**src/rtl/pwm_arb_pkg.sv**
```systemverilog
// Shared types and constants for the PWM register-bus arbiter.
package pwm_arb_pkg;

   typedef enum logic [1:0] {
      ST_IDLE    = 2'd0,
      ST_ACCESS  = 2'd1,
      ST_RECOVER = 2'd2
   } arb_state_e;

   typedef enum logic {
      MST_0 = 1'b0,
      MST_1 = 1'b1
   } mst_id_e;

   localparam logic [2:0] BLK_GLBL = 3'd0;
   localparam logic [2:0] BLK_PWM0 = 3'd1;
   localparam logic [2:0] BLK_PWM1 = 3'd2;
   localparam logic [2:0] BLK_PWM2 = 3'd3;

   function automatic logic is_pwm_blk(input logic [2:0] blk);
      return (blk == BLK_PWM0) || (blk == BLK_PWM1) || (blk == BLK_PWM2);
   endfunction

endpackage

```
**src/rtl/pwm_arb_tmo.sv**
```systemverilog
// Loadable saturating down-counter; done flags terminal count (zero).
module pwm_arb_tmo #(
   parameter int W = 12
) (
   input  logic         clk,
   input  logic         rst,
   input  logic         load,
   input  logic         en,
   input  logic [W-1:0] load_val,
   output logic         done
);

   logic [W-1:0] cnt;

   always_ff @(posedge clk) begin
      if (rst)
         cnt <= '0;
      else if (load)
         cnt <= load_val;
      else if (en && (cnt != '0))
         cnt <= cnt - 1'b1;
   end

   assign done = (cnt == '0);

endmodule

```
**src/rtl/pwm_reg_arb.sv**
```systemverilog
// Two-master arbiter for the PWM register port with period-synchronised
// master-1 writes and a hung-slave access timeout.
//
//   state      | meaning
//   -----------+--------------------------------------------------
//   ST_IDLE    | no access open; arbitrate and arm master-1 sync
//   ST_ACCESS  | s_reg_cs high, waiting for slave ack or timeout
//   ST_RECOVER | one forced idle cycle on the slave bus
module pwm_reg_arb
   import pwm_arb_pkg::*;
#(
   parameter int TMO_CYC  = 64,
   parameter int SYNC_CYC = 4096
) (
   input  logic        mclk,
   input  logic        h_reset,
   input  logic        m0_cs,
   input  logic        m0_wr,
   input  logic [4:0]  m0_addr,
   input  logic [31:0] m0_wdata,
   input  logic [3:0]  m0_be,
   output logic [31:0] m0_rdata,
   output logic        m0_ack,
   input  logic        m1_cs,
   input  logic        m1_wr,
   input  logic [4:0]  m1_addr,
   input  logic [31:0] m1_wdata,
   input  logic [3:0]  m1_be,
   output logic [31:0] m1_rdata,
   output logic        m1_ack,
   input  logic        m1_sync,
   input  logic [2:0]  prd_end,
   output logic        s_reg_cs,
   output logic        s_reg_wr,
   output logic [4:0]  s_reg_addr,
   output logic [31:0] s_reg_wdata,
   output logic [3:0]  s_reg_be,
   input  logic [31:0] s_reg_rdata,
   input  logic        s_reg_ack,
   output logic        arb_tmo,
   output logic        sync_miss
);

   localparam int TMO_W  = $clog2(TMO_CYC + 1);
   localparam int SYNC_W = $clog2(SYNC_CYC + 1);
   localparam logic [TMO_W-1:0]  TMO_LOAD  = TMO_W'(TMO_CYC - 1);
   localparam logic [SYNC_W-1:0] SYNC_LOAD = SYNC_W'(SYNC_CYC - 1);

   arb_state_e state, state_nxt;
   mst_id_e    gnt, gnt_nxt, last_gnt;
   logic       grant;
   logic       m1_wait, m1_hit;
   logic [1:0] sync_ch;
   logic       m1_syncreq, m0_elig, m1_elig, m1_arm;
   logic       prd_hit, sync_expire;
   logic       tmo_done, sync_done;
   logic       live, in_access, m0_sel, m1_sel;

   assign m1_syncreq  = m1_cs && m1_sync && is_pwm_blk(m1_addr[4:2]);
   assign m0_elig     = m0_cs;
   assign m1_elig     = m1_cs && !m1_syncreq;
   assign m1_arm      = (state == ST_IDLE) && m1_syncreq && !m1_wait && !m1_hit;
   assign prd_hit     = m1_wait && prd_end[sync_ch];
   assign sync_expire = m1_wait && sync_done;

   always_comb begin
      state_nxt = state;
      grant     = 1'b0;
      gnt_nxt   = gnt;
      unique case (state)
         ST_IDLE: begin
            if (m1_hit) begin
               grant   = 1'b1;
               gnt_nxt = MST_1;
            end else if (m0_elig && m1_elig) begin
               grant   = 1'b1;
               gnt_nxt = (last_gnt == MST_1) ? MST_0 : MST_1;
            end else if (m0_elig) begin
               grant   = 1'b1;
               gnt_nxt = MST_0;
            end else if (m1_elig) begin
               grant   = 1'b1;
               gnt_nxt = MST_1;
            end
            if (grant)
               state_nxt = ST_ACCESS;
         end
         ST_ACCESS:  if (s_reg_ack || tmo_done) state_nxt = ST_RECOVER;
         ST_RECOVER: state_nxt = ST_IDLE;
         default:    state_nxt = ST_IDLE;
      endcase
   end

   always_ff @(posedge mclk) begin
      if (h_reset) begin
         state       <= ST_IDLE;
         gnt         <= MST_0;
         last_gnt    <= MST_1;
         m1_wait     <= 1'b0;
         m1_hit      <= 1'b0;
         sync_ch     <= 2'd0;
         s_reg_cs    <= 1'b0;
         s_reg_wr    <= 1'b0;
         s_reg_addr  <= '0;
         s_reg_wdata <= '0;
         s_reg_be    <= '0;
      end else begin
         state <= state_nxt;
         if (grant) begin
            gnt         <= gnt_nxt;
            last_gnt    <= gnt_nxt;
            s_reg_cs    <= 1'b1;
            s_reg_wr    <= (gnt_nxt == MST_1) ? m1_wr    : m0_wr;
            s_reg_addr  <= (gnt_nxt == MST_1) ? m1_addr  : m0_addr;
            s_reg_wdata <= (gnt_nxt == MST_1) ? m1_wdata : m0_wdata;
            s_reg_be    <= (gnt_nxt == MST_1) ? m1_be    : m0_be;
         end else if (state_nxt == ST_RECOVER) begin
            s_reg_cs <= 1'b0;
         end
         // A boundary or expiry hands the request over from wait to hit.
         if (grant && (gnt_nxt == MST_1)) begin
            m1_wait <= 1'b0;
            m1_hit  <= 1'b0;
         end else if (m1_arm) begin
            m1_wait <= 1'b1;
            sync_ch <= 2'(m1_addr[4:2] - 3'd1);
         end else if (prd_hit || sync_expire) begin
            m1_wait <= 1'b0;
            m1_hit  <= 1'b1;
         end
      end
   end

   pwm_arb_tmo #(.W(TMO_W)) u_tmo_acc (
      .clk      (mclk),
      .rst      (h_reset),
      .load     (grant),
      .en       (state == ST_ACCESS),
      .load_val (TMO_LOAD),
      .done     (tmo_done)
   );

   pwm_arb_tmo #(.W(SYNC_W)) u_tmo_sync (
      .clk      (mclk),
      .rst      (h_reset),
      .load     (m1_arm),
      .en       (m1_wait),
      .load_val (SYNC_LOAD),
      .done     (sync_done)
   );

   // Responses are masked during reset so an aborted access never acks.
   assign live      = !h_reset;
   assign in_access = live && (state == ST_ACCESS);
   assign m0_sel    = in_access && (gnt == MST_0);
   assign m1_sel    = in_access && (gnt == MST_1);

   assign m0_ack    = m0_sel && (s_reg_ack || tmo_done);
   assign m1_ack    = m1_sel && (s_reg_ack || tmo_done);
   assign m0_rdata  = (m0_sel && s_reg_ack) ? s_reg_rdata : '0;
   assign m1_rdata  = (m1_sel && s_reg_ack) ? s_reg_rdata : '0;
   assign arb_tmo   = in_access && tmo_done && !s_reg_ack;
   assign sync_miss = live && sync_expire && !prd_hit;

endmodule

```
**config.mk**
```make
export PLATFORM = sky130hd
export DESIGN_NAME = pwm_reg_arb
export DESIGN_NICKNAME = d
export VERILOG_FILES = /design/src/rtl/pwm_arb_pkg.sv /design/src/rtl/pwm_arb_tmo.sv /design/src/rtl/pwm_reg_arb.sv
export SDC_FILE = /design/constraint.sdc
export NUM_CORES = 1
export LEC_CHECK = 0
export ABC_AREA = 0
export CAP_MARGIN = 20
export CORE_MARGIN = 8
export CORE_UTILIZATION = 40
export DETAILED_ROUTE_END_ITERATION = 10
export PLACE_DENSITY = 0.82
export SLEW_MARGIN = 0
export SYNTH_ARGS = -nofsm -noshare
export SYNTH_HDL_FRONTEND = slang
export SYNTH_HIERARCHICAL = 1
export SYNTH_SLANG_ARGS = --single-unit
```
**constraint.sdc**
```tcl
create_clock -name mclk -period 2.3 [get_ports mclk]
set_input_delay 0.23 -clock mclk [delete_from_list [all_inputs] [get_ports mclk]]
set_output_delay 0.23 -clock mclk [all_outputs]
set_load 0.03 [all_outputs]
```
==> metrics <==
slew at the pin closest to its max-slew limit=1.03 ns; Critical Path RT=2.54 ns; critical path startpoint category=register; NetSw=0.00160 W; Worst Hold Class=in2reg; Post-CTS Hold Buffers=0; crit path DAT=2.45 ns; Mapped Area=4400 um2; vias in the first global route=4796; dpl ws=-0.141 ns; # diodes=0; htree depth=3; Post-Syn Instances=521; fin. max-slew vios=0; maximum clock insertion buffer count=2; Achievable Freq=0.453 GHz; Yosys top cell by area=dfxtp_1; Comb pwr share=40.8%; DR DRC count=0; CP max stage cell=or4_4; non-filler cells, final=923; Starting Density=40.7%; Final Hold Viols=0; # Post-CTS Setup Buffers=0; sequential cell area=1420 um2; die height=121 um; drt via density=5.01; Clock Sinks=71; aggregate global-route resource usage=22.0%; Post-synth EDFFs=0; Distinct cells, synth=66; period utilization=96.1%; cell count after placement=907; ANT nets after route=0; sequential element share of the synthesized area=32.3%; largest cells by area after synthesis=dfxtp_1, a311oi_2, and2_1; full die area=14600 um2; Yosys top cell area share=32.3%; Detailed Routing Iterations Pass 1=5; die width=121 um; routed len/inst=17.8 um; outcome=completed; share of layout cells above drive strength 1=19.9%; CTS tree=yes; CP Cell Sequence=or4_4 -> or4_1 -> or3b_1 -> a2111oi_2; post-route minimum period=2.21 ns; most numerous cell in the Yosys netlist=nand2_1; fin util=67.0%; IO Pins=236; sw frac=35.9%; syn avg cell area=8.44 um2; Synth-to-Final Area Change=64.5%; clk_lat worst skew=0.35 ns; top_reg_cell synth=dfxtp_1; final setup fails=0; Slew headroom=31.3%; kind of critical path=reg2reg; Iter 0 DRT Violations=241; Num CTS Buffers=9; largest net degree at the start of global routing=76; WHS=0.443 ns; first-pass GRT wire length=25600 um; Post-DP HPWL=13000 um; root buffer cell=clkbuf_8; via count=4628; number of max-cap violations=0; PwrDens=614 nW/um2; gp weighted congestion=0.840; Crit. End Element=register; Clock Power Share=25.4%; VDD IR max=0.351 mV; initial antenna violation count=2; number of fillers in the final layout=842; Seq cells post-synth=71; Async SR Flop Fraction=0%; Largest stage delay, worst path=0.59 ns; Flop pwr share=33.7%; Int Power=0.00284 W; Yosys warning count=6; PortBufs=235; Clock Skew=0.00809 ns; global route overflow=0; Nets=909; multi-input logic area=2790 um2; leak pwr=3.02 nW; core area=10800 um2; FP Rows=38; Synth top cells by count=nand2_1, dfxtp_1, nor2_1, and2_1, a311oi_2; final WL=16500 um; Worst Path Max Fanout=5; setup ws final=0.0904 ns; Reg clk slew, reported paths=0.08 ns
==> sequential cells by signal (all words and copies together), names as in the netlist <==
signal	count
s_reg_wdata	32
u_tmo_sync/cnt	13
u_tmo_acc/cnt	7
s_reg_addr	5
s_reg_be	4
state	2
sync_ch	2
gnt	1
last_gnt	1
m1_hit	1
m1_wait	1
s_reg_cs	1
s_reg_wr	1
==> worst paths after layout <==
path	startpoint	to	slack, ns	cells after the start
max reg2reg	u_tmo_sync/cnt[0]$_SDFFE_PP0P_	u_tmo_sync/cnt[11]$_SDFFE_PP0P_	0.09	4
min reg2reg	last_gnt$_SDFFE_PP1P_	last_gnt$_SDFFE_PP1P_	0.48	1
min	m0_wdata[4]	s_reg_wdata[4]$_SDFFE_PP0P_	0.44	3
max	u_tmo_sync/cnt[0]$_SDFFE_PP0P_	u_tmo_sync/cnt[11]$_SDFFE_PP0P_	0.09	4
==> logic make-up (layout without fill, tap and decap cells) <==
| kind of cell | count (synthesis) | count (layout) | share of synthesized area [%] |
|---|---|---|---|
| AND/OR/NAND/NOR | 282 | 282 | 33.0 |
| AO/OA/AOI/OAI | 96 | 96 | 23.6 |
| flip-flops | 71 | 71 | 32.3 |
| buffers and inverters | 52 | 296 | 6.74 |
| XOR/XNOR | 7 | 7 | 1.39 |
| adder cells (fa/ha/maj) | 6 | 6 | 1.71 |
| multiplexers | 5 | 5 | 1.14 |
| other | 2 | 20 | 0.171 |
==> cell usage in the layout (no fill, tap or decap), drive strengths merged, types with 6 or more instances in the layout <==
master	instances
a211oi	7
a21oi	10
a311oi	45
and2	67
buf	71
clkbuf	9
clkdlybuf4s50	166
conb	20
dfxtp	71
dlygate4sd2	27
ha	6
inv	17
nand2	93
nand2b	7
nor2	70
nor3	8
nor4	7
o21ai	8
xnor2	7
==> stage by stage <==
stage / TNS (ns) / power (W) / cell area, um2
detailed placement: -4.49 / 0.00332 / 6990
CTS: 0 / 0.00447 / 7190
finish: 0 / 0.00444 / 7230
global route: -0.0934 / 0.00468 / 7230
floorplan: 0 / 0.00259 / 4460
global placement: -0.548 / 0.00328 / 6990
==> repair_timing <==
item / in CTS / in global routing
gates resized for setup: 27 / 12
pin swaps: 0 / 3
hold endpoints to repair: 0 / 0
gates cloned: 0 / 0
setup endpoints to repair: 27 / 6
==> power by group through the flow <==
stage / Combinational [W] / Sequential (W) / Clock, W
finish: 0.00181 / 0.00150 / 0.00113
global route: 0.00195 / 0.00152 / 0.00121
CTS: 0.00181 / 0.00149 / 0.00116
detailed placement: 0.00180 / 0.00152 / 0
global placement: 0.00177 / 0.00151 / 0
floorplan: 0.000859 / 0.00173 / 0
==> final cells by class <==
| class | instances | area share (%) |
|---|---|---|
| repair buffers | 264 | 35.4 |
| clock inverters | 7 | 1.40 |
| multi-input cells | 416 | 38.5 |
| well taps | 140 | 2.42 |
| flip-flops and latches | 71 | 19.7 |
| clock buffers | 9 | 1.71 |
| inverters | 16 | 0.848 |
==> worst max-delay path: cells and delay by family (launching register included) <==
kind | cells | cell delay (ns)
DFF | 1 | 0.35
AOI/OAI and AO/OA | 1 | 0.32
and+or+nand+nor | 3 | 1.43
==> layer usage <==
layer / GRT usage [%] / vias up / part of all wire (%)
li1: - / 2312 / -
met1: 23.7 / 2157 / 38
met2: 38.5 / 139 / 52
met3: 9.32 / 16 / 8.4
met4: 6.25 / 4 / 1.2
met5: 0 / - / 0.19
Power figures use the tool's default switching activity.
